### config.mk
export PLATFORM = sky130hd
export DESIGN_NAME = instr_sequencer_flat
export DESIGN_NICKNAME = d
export VERILOG_FILES = /design/src/rtl/instr_sequencer_if.sv /design/src/rtl/instr_sequencer.sv /design/src/flat_wrapper.sv
export SDC_FILE = /design/constraint.sdc
export NUM_CORES = 1
export LEC_CHECK = 0
export BUFFER_PORTS_ARGS = -buffer_cell sky130_fd_sc_hd__buf_4
export CAP_MARGIN = 20
export CORE_AREA = 3 3 42 44
export DETAILED_ROUTE_END_ITERATION = 10
export DIE_AREA = 0 0 45 47
export PLACE_DENSITY = 0.79
export SYNTH_ARGS = -nofsm -noshare
export SYNTH_HDL_FRONTEND = slang
export SYNTH_SLANG_ARGS = --single-unit
### constraint.sdc
create_clock -name clk -period 2 [get_ports clk]
set_input_delay 0.1 -clock clk [delete_from_list [all_inputs] [get_ports clk]]
set_output_delay 0.1 -clock clk [all_outputs]
set_load 0.03 [all_outputs]
### src/rtl/instr_sequencer_if.sv
// Decoder <-> sequencer bus for the picoMips instruction sequencer.
// slave: sequencer side, master: decoder side.
interface instr_sequencer_if #(
    parameter int unsigned ADDR_W = 5
);
    logic              i_wait_req;
    logic              i_branch_taken;
    logic [ADDR_W-1:0] i_branch_target;
    logic              i_halt_req;
    logic [ADDR_W-1:0] o_addr;
    logic [1:0]        o_stage;
    logic              o_hold;
    logic              o_halted;

    modport slave (
        input  i_wait_req,
        input  i_branch_taken,
        input  i_branch_target,
        input  i_halt_req,
        output o_addr,
        output o_stage,
        output o_hold,
        output o_halted
    );

    modport master (
        output i_wait_req,
        output i_branch_taken,
        output i_branch_target,
        output i_halt_req,
        input  o_addr,
        input  o_stage,
        input  o_hold,
        input  o_halted
    );
endinterface

### src/rtl/instr_sequencer.sv
// Multi-cycle instruction sequencer for the picoMips core: drives the
// program-memory address and 2-bit execution stage, stalls on a switch
// press/release handshake, applies taken branches and halts at the
// instruction boundary (stage 3).
// Optional feature macro: HANDSHAKE_SYNC_EN adds a two-flop synchroniser
// on i_handshake; without it the raw input feeds the FSM directly.
module instr_sequencer #(
    parameter int unsigned ADDR_W    = 5,
    parameter int unsigned LAST_ADDR = 31
) (
    input  logic               clk,
    input  logic               rst,
    input  logic               i_handshake,
    instr_sequencer_if.slave   bus
);
    localparam logic [1:0] STAGE_FETCH  = 2'd0;
    localparam logic [1:0] STAGE_DECODE = 2'd1;
    localparam logic [1:0] STAGE_EXEC   = 2'd2;
    localparam logic [1:0] STAGE_WB     = 2'd3;

    typedef enum logic [1:0] {
        ST_RUN     = 2'd0,
        ST_WAIT_HI = 2'd1,
        ST_WAIT_LO = 2'd2,
        ST_HALT    = 2'd3
    } state_t;

    state_t            r_state;
    state_t            w_state_nxt;
    logic [ADDR_W-1:0] r_addr;
    logic [ADDR_W-1:0] w_addr_nxt;
    logic [1:0]        r_stage;
    logic [1:0]        w_stage_nxt;
    logic              r_hold;
    logic              r_halted;
    logic              w_hs;

`ifdef HANDSHAKE_SYNC_EN
    logic r_hs_meta;
    logic r_hs_sync;

    // Two-flop synchroniser for the asynchronous switch input
    always_ff @(posedge clk or posedge rst) begin
        if (rst) begin
            r_hs_meta <= 1'b0;
            r_hs_sync <= 1'b0;
        end else begin
            r_hs_meta <= i_handshake;
            r_hs_sync <= r_hs_meta;
        end
    end

    assign w_hs = r_hs_sync;
`else
    assign w_hs = i_handshake;
`endif

    // State, address, stage and status flags
    always_ff @(posedge clk or posedge rst) begin
        if (rst) begin
            r_state  <= ST_RUN;
            r_addr   <= '0;
            r_stage  <= STAGE_FETCH;
            r_hold   <= 1'b0;
            r_halted <= 1'b0;
        end else begin
            r_state  <= w_state_nxt;
            r_addr   <= w_addr_nxt;
            r_stage  <= w_stage_nxt;
            r_hold   <= (w_state_nxt != ST_RUN);
            r_halted <= (w_state_nxt == ST_HALT);
        end
    end

    // Next-state, next-address and next-stage decode
    always_comb begin
        w_state_nxt = r_state;
        w_addr_nxt  = r_addr;
        w_stage_nxt = r_stage;
        case (r_state)
            ST_RUN: begin
                if (r_stage == STAGE_DECODE && bus.i_wait_req) begin
                    w_state_nxt = ST_WAIT_HI;
                end else if (r_stage == STAGE_WB) begin
                    if (bus.i_halt_req) begin
                        w_state_nxt = ST_HALT;
                    end else if (bus.i_branch_taken) begin
                        w_addr_nxt  = bus.i_branch_target;
                        w_stage_nxt = STAGE_FETCH;
                    end else begin
                        // Wrap only on an exact LAST_ADDR match; a branch past it
                        // runs on and wraps naturally at the top of the address space.
                        w_addr_nxt  = (r_addr == ADDR_W'(LAST_ADDR)) ? '0
                                                                      : r_addr + ADDR_W'(1);
                        w_stage_nxt = STAGE_FETCH;
                    end
                end else begin
                    w_stage_nxt = r_stage + 2'd1;
                end
            end
            ST_WAIT_HI: begin
                if (w_hs) begin
                    w_state_nxt = ST_WAIT_LO;
                end
            end
            ST_WAIT_LO: begin
                if (!w_hs) begin
                    w_state_nxt = ST_RUN;
                    w_stage_nxt = STAGE_EXEC;
                end
            end
            ST_HALT: begin
                w_state_nxt = ST_HALT;
            end
        endcase
    end

    assign bus.o_addr   = r_addr;
    assign bus.o_stage  = r_stage;
    assign bus.o_hold   = r_hold;
    assign bus.o_halted = r_halted;
endmodule

### src/flat_wrapper.sv
// flat-port wrapper written by rule: the top's interface ports become plain ports
module instr_sequencer_flat 
#(
    parameter int unsigned ADDR_W    = 5,
    parameter int unsigned LAST_ADDR = 31
)
  (clk, rst, i_handshake, bus_i_wait_req, bus_i_branch_taken, bus_i_branch_target, bus_i_halt_req, bus_o_addr, bus_o_stage, bus_o_hold, bus_o_halted);
  instr_sequencer_if #(.ADDR_W(ADDR_W)) bus_i ();
  input  logic clk;
  input  logic rst;
  input  logic i_handshake;
  input wire logic [$bits(bus_i.i_wait_req)-1:0] bus_i_wait_req;
  input wire logic [$bits(bus_i.i_branch_taken)-1:0] bus_i_branch_taken;
  input wire logic [$bits(bus_i.i_branch_target)-1:0] bus_i_branch_target;
  input wire logic [$bits(bus_i.i_halt_req)-1:0] bus_i_halt_req;
  output wire logic [$bits(bus_i.o_addr)-1:0] bus_o_addr;
  output wire logic [$bits(bus_i.o_stage)-1:0] bus_o_stage;
  output wire logic [$bits(bus_i.o_hold)-1:0] bus_o_hold;
  output wire logic [$bits(bus_i.o_halted)-1:0] bus_o_halted;
  assign bus_i.i_wait_req = bus_i_wait_req;
  assign bus_i.i_branch_taken = bus_i_branch_taken;
  assign bus_i.i_branch_target = bus_i_branch_target;
  assign bus_i.i_halt_req = bus_i_halt_req;
  assign bus_o_addr = bus_i.o_addr;
  assign bus_o_stage = bus_i.o_stage;
  assign bus_o_hold = bus_i.o_hold;
  assign bus_o_halted = bus_i.o_halted;
  instr_sequencer #(.ADDR_W(ADDR_W), .LAST_ADDR(LAST_ADDR)) u_core (.clk(clk), .rst(rst), .i_handshake(i_handshake), .bus(bus_i));
endmodule
==> out/metrics.csv, run 1 <==
metric,value,unit
postLayoutCoreUtil,0.571,
dpl-instance-area,805,um2
dpl.hpwl,1.02,mm
drt_wl_total,1.34,mm
yosys.area.top_type_share,0.417,
finalHoldViolCount,0,
powerDensity,1510,mW/mm2
cts_tree,built,
worstPathRequired,2.14,ns
timing.rr.end,u_core.bus.o_addr[0]$_DFFE_PP0P_,
die-height,47,um
hold_start,i_handshake,
initial_core_util,0.449,
rr_worst_depth,4,
syn-num-nets,80,
post_cts_resize_count,0,
synthCells,65,
worstMarginPinSlew,0.466,ns
p_leak,0.397,nW
whs_path_depth,3,
post-route-min-period,1.77,ns
max-vdd-ir-drop,0.961,mV
status,"complete, no violations",
rows,14,
hold_buffers,1,
critical_path_class,register to register,
critPathCaptureType,register,
synth_top_cell_by_area,dfrtp_1,
critPathTopFamily,flip-flops,
synth_commonest_cells,"11 x dfrtp_1, 5 x o21ai_0, 4 x a21oi_1, 4 x ha_1, 4 x nand2_1",
fin_area,841,um2
fin_total_pwr,1.27,mW
drive_gt1_frac,0.291,
ys_warn_count,0,
min_delay_worst_endpoint,u_core.r_state[0]$_DFF_PP0_,
finalSetupViolCount,0,
synthDistinctLibCells,30,
overflow,0,
final_cells,102,
worst_setup_path_start_kind,register,
cp_cell_sequence,"ha_1, a211o_4, or2_4, mux2_4",
netlist_area,661,um2
synth_area_leaders,"dfrtp_1 42%, ha_1 7.6%, o21ai_0 3.8%",
cp.buffers_inverters,0,
cts-root-buf,clkbuf_4,
fin_nets,102,
fin_setup_tns,0,ns
wl_per_cell,13.1,um
grt_pass1_wl,2.22,mm
num_vias,573,
ant_nets,0,
antenna_found_initial,0,
die_w,45,um
die-area,0.00212,mm2
first_global_vias,523,
rr_startpoint,u_core.bus.o_stage[0]$_DFFE_PP0P_,
clock_sinks,11,
place_congestion,0.782,
synth_ff_type,dfrtp_1,
swShare,0.446,
cap_violations,0,
clockPowerShare,0.114,
cts_buffer_depth,2,
fmax,564,MHz
synth.most_common_cell,dfrtp_1,
comb_power_share,0.519,
drc_errors,0,
syn_avg_cell_area,10.2,um2
p_seq_frac,0.368,
grt_use_total,0.148,
clk_pin_slew,0.07,ns
dr.pass1.iters,4,
finalMaxSlewViolations,0,
core,0.00147,mm2
numPortBuffers,19,
max_stage_delay,0.44,ns
ys_seq_area_frac,0.417,
p_int,706,uW
arrival,1.92,ns
rsz0062_at_grt,no,
insertedDiodeCount,0,
ys_seq_elements,11,
htree_num_levels,1,
place_inst,97,
cts_setup_buffers,0,
cts_buffers,3,
grt_max_degree,12,
finalCritPeriodShare,0.886,
ios,20,
clock_skew,0.00489,ns
vias_per_cell,5.62,
synthArstFlopShare,1.00,
drt_iter0_markers,9,
synth_edf_count,0,
slowest_stage,dfrtp_1,
postLayoutSetupSlackWorst,0.228,ns
pre_cts_ws,0.249,ns
r2r_setup_slack,0.23,ns
p_switching,568,uW
hold_path.class,input port to register,
path_max_fanout,6,
area_growth,27.3,%
hold_ws,0.134,ns
slew_headroom,0.685,
clkLatencyLatePin,0.26,ns
cells in the final DEF (no fill, tap or decap), types with 2 or more instances in the layout:
master / synthesis / layout
buf_4: 0 / 19
dfrtp_1: 11 / 11
o21ai_0: 5 / 5
nand2_1: 4 / 4
a21oi_1: 4 / 4
ha_1: 4 / 4
o31ai_1: 3 / 3
nand3b_1: 3 / 3
inv_1: 3 / 3
nor3_1: 3 / 3
clkbuf_4: 0 / 3
a22oi_1: 2 / 2
and3_1: 2 / 2
a21o_1: 2 / 2
routing by layer:
| metal | global-route usage | share of wire | vias to the layer above |
|---|---|---|---|
| met5 | 0 | 0 | - |
| met4 | 0.0877 | 0.0097 | 0 |
| met3 | 0.0268 | 0.080 | 4 |
| met2 | 0.246 | 0.46 | 20 |
| met1 | 0.179 | 0.45 | 260 |
| li1 | - | - | 289 |
flip-flops by register name (all words and copies together) (netlist names):
register             cells
u_core.bus.o_addr        5
u_core.bus.o_halted      1
u_core.bus.o_hold        1
u_core.bus.o_stage       2
u_core.r_state           2
power groups by stage:
| stage | combinational [mW] | sequential [mW] | clock, mW |
|---|---|---|---|
| global route | 0.716 | 0.490 | 0.161 |
| detailed placement | 0.665 | 0.470 | 0 |
| CTS | 0.669 | 0.467 | 0.156 |
| finish | 0.660 | 0.468 | 0.145 |
| floorplan | 0.357 | 0.577 | 0 |
| global placement | 0.661 | 0.464 | 0 |
cell families (layout without fill, tap and decap cells):
group                    Yosys count  count (layout)  share of synthesized area
AND/OR/NAND/NOR                   19              19                      0.170
adder cells (fa/ha/maj)            4               4                     0.0758
flip-flops                        11              11                      0.417
multiplexers                       2               2                     0.0379
AO/OA/AOI/OAI                     23              23                      0.254
buffers and inverters              6              27                     0.0455
cell type report:
class                      instances  area, um2
clock buffer                       4       26.3
fill                             135        631
inverter                           3       11.3
multi-input combinational         48        355
sequential                        11        275
tap                               16       20.0
timing repair buffer              20        153
worst reg2reg max path: stages (launching register included):
cell	delay [ns]
dfrtp_1	0.44
ha_1	0.28
a211o_4	0.37
or2_4	0.28
mux2_4	0.29
worst max-delay path by stage:
| stage | from | to | slack (ns) | cells after the start |
|---|---|---|---|---|
| 6_report | u_core.bus.o_stage[0]$_DFFE_PP0P_ | u_core.bus.o_addr[0]$_DFFE_PP0P_ | 0.23 | 4 |
| 5_1_grt | u_core.bus.o_stage[1]$_DFFE_PP0P_ | u_core.bus.o_addr[0]$_DFFE_PP0P_ | 0.17 | 5 |
| 4_1_cts | u_core.bus.o_stage[1]$_DFFE_PP0P_ | u_core.bus.o_addr[0]$_DFFE_PP0P_ | 0.23 | 5 |
| 3_5_place_dp | u_core.bus.o_stage[1]$_DFFE_PP0P_ | u_core.bus.o_addr[0]$_DFFE_PP0P_ | 0.25 | 5 |
| 3_3_place_gp | u_core.bus.o_stage[1]$_DFFE_PP0P_ | u_core.bus.o_addr[0]$_DFFE_PP0P_ | 0.30 | 5 |
| 2_1_floorplan | u_core.bus.o_stage[1]$_DFFE_PP0P_ | u_core.bus.o_addr[0]$_DFFE_PP0P_ | 0.14 | 5 |
Note: power is estimated with default switching activity, not from simulation.
==> run 2, diff against run 1 <==
--- a/config.mk
+++ b/config.mk
@@ -10,6 +10,7 @@
 export CORE_AREA = 3 3 42 44
 export DETAILED_ROUTE_END_ITERATION = 10
 export DIE_AREA = 0 0 45 47
+export MAX_ROUTING_LAYER = met4
 export PLACE_DENSITY = 0.79
 export SYNTH_ARGS = -nofsm -noshare
 export SYNTH_HDL_FRONTEND = slang
==> run 2 against run 1 <==
Net effect:
- non-clock buffer count did not move
- worst hold slack barely moved
- largest power group unchanged
- final cell count did not move
==> out/metrics.csv, run 2 (synthesis gave the netlist of run 1 again) <==
metric,value,unit
status,"complete, no violations",
num_vias,562,
critical_path_class,register to register,
post_cts_resize_count,0,
ant_nets,0,
cts_setup_buffers,0,
final_cells,102,
wl_per_cell,13.2,um
clk_pin_slew,0.07,ns
drt_wl_total,1.34,mm
antenna_found_initial,0,
worstPathRequired,2.14,ns
insertedDiodeCount,0,
drc_errors,0,
finalCritPeriodShare,0.882,
path_max_fanout,6,
rows,14,
clock_skew,0.00501,ns
cts_buffers,3,
grt_max_degree,12,
post-route-min-period,1.76,ns
cap_violations,0,
rr_startpoint,u_core.bus.o_stage[0]$_DFFE_PP0P_,
rsz0062_at_grt,no,
finalSetupViolCount,0,
drt_iter0_markers,14,
dpl.hpwl,1.02,mm
drive_gt1_frac,0.291,
powerDensity,1510,mW/mm2
vias_per_cell,5.51,
finalMaxSlewViolations,0,
finalHoldViolCount,0,
cts_tree,built,
place_inst,97,
min_delay_worst_endpoint,u_core.r_state[0]$_DFF_PP0_,
numPortBuffers,19,
grt_use_total,0.153,
critPathCaptureType,register,
htree_num_levels,1,
clock_sinks,11,
hold_start,i_handshake,
grt_pass1_wl,2.22,mm
slew_headroom,0.684,
die-area,0.00212,mm2
cts-root-buf,clkbuf_4,
core,0.00147,mm2
fmax,567,MHz
worstMarginPinSlew,0.467,ns
largest_reg_flops,5,
fin_setup_tns,0,ns
die-height,47,um
mostFrequentLayoutCell,buf_4,
dr.pass1.iters,5,
place_congestion,0.793,
whs_path_depth,3,
hold_buffers,1,
ios,20,
cts_buffer_depth,2,
timing.rr.end,u_core.bus.o_addr[0]$_DFFE_PP0P_,
fin_nets,102,
rr_worst_depth,4,
die_w,45,um
area_growth,27.3,%
overflow,0,
worst_setup_path_start_kind,register,
first_global_vias,521,
r2r_setup_slack,0.24,ns
arrival,1.91,ns
max-vdd-ir-drop,0.962,mV
clkLatencyLatePin,0.26,ns
p_leak,0.397,nW
initial_core_util,0.449,
hold_ws,0.134,ns
layout_common_cells,"19 x buf_4, 11 x dfrtp_1, 5 x o21ai_0",
hold_path.class,input port to register,
## run 2: cell counts in the layout (fill, tap and decap cells not counted)
Identical to the previous run, type by type.
## run 2: worst max-delay path, cell delays in order (launching register included)
cell and delay (ns):
dfrtp_1 0.44, ha_1 0.27, a211o_4 0.36, or2_4 0.28, mux2_4 0.29
## run 2: worst max-delay path by stage
stage	from	endpoint	slack, ns	cells past startpoint
after floorplan	u_core.bus.o_stage[1]$_DFFE_PP0P_	u_core.bus.o_addr[0]$_DFFE_PP0P_	0.14	5
after global placement	u_core.bus.o_stage[1]$_DFFE_PP0P_	u_core.bus.o_addr[0]$_DFFE_PP0P_	0.30	5
after detailed placement	u_core.bus.o_stage[1]$_DFFE_PP0P_	u_core.bus.o_addr[0]$_DFFE_PP0P_	0.25	5
after CTS	u_core.bus.o_stage[1]$_DFFE_PP0P_	u_core.bus.o_addr[0]$_DFFE_PP0P_	0.23	5
after global routing	u_core.bus.o_stage[1]$_DFFE_PP0P_	u_core.bus.o_addr[0]$_DFFE_PP0P_	0.17	5
final	u_core.bus.o_stage[0]$_DFFE_PP0P_	u_core.bus.o_addr[0]$_DFFE_PP0P_	0.24	4
## run 2: stage by stage
stage / util / power [mW] / worst slack (ns) / cell area, um2
2_1_floorplan: - / 0.934 / 0.138 / 661
3_3_place_gp: 0.547 / 1.13 / 0.300 / 805
3_5_place_dp: 0.547 / 1.14 / 0.249 / 805
4_1_cts: 0.571 / 1.29 / 0.233 / 841
5_1_grt: 0.571 / 1.37 / 0.165 / 841
6_report: 0.571 / 1.27 / 0.235 / 841
## run 2: cell type report
cell class / instances / area (um2)
Timing Repair Buffer: 20 / 153
Tap cell: 16 / 20.0
Fill cell: 135 / 631
Clock buffer: 4 / 26.3
Inverter: 3 / 11.3
Multi-Input combinational cell: 48 / 355
Sequential cell: 11 / 275
## run 2: power by group
part	leakage, nW	switching, mW	total [mW]	internal, mW
clock network	0.0150	0.0682	0.145	0.0770
logic	0.250	0.358	0.660	0.302
registers	0.131	0.141	0.468	0.327
total	0.397	0.567	1.27	0.706
## run 2: per-layer routing
layer	vias to the layer above	global-route usage	share of wire
li1	290	-	-
met2	18	0.246	0.45
met3	2	0.0268	0.080
met5	-	-	0
met1	252	0.179	0.46
met4	0	0.0877	0.0074
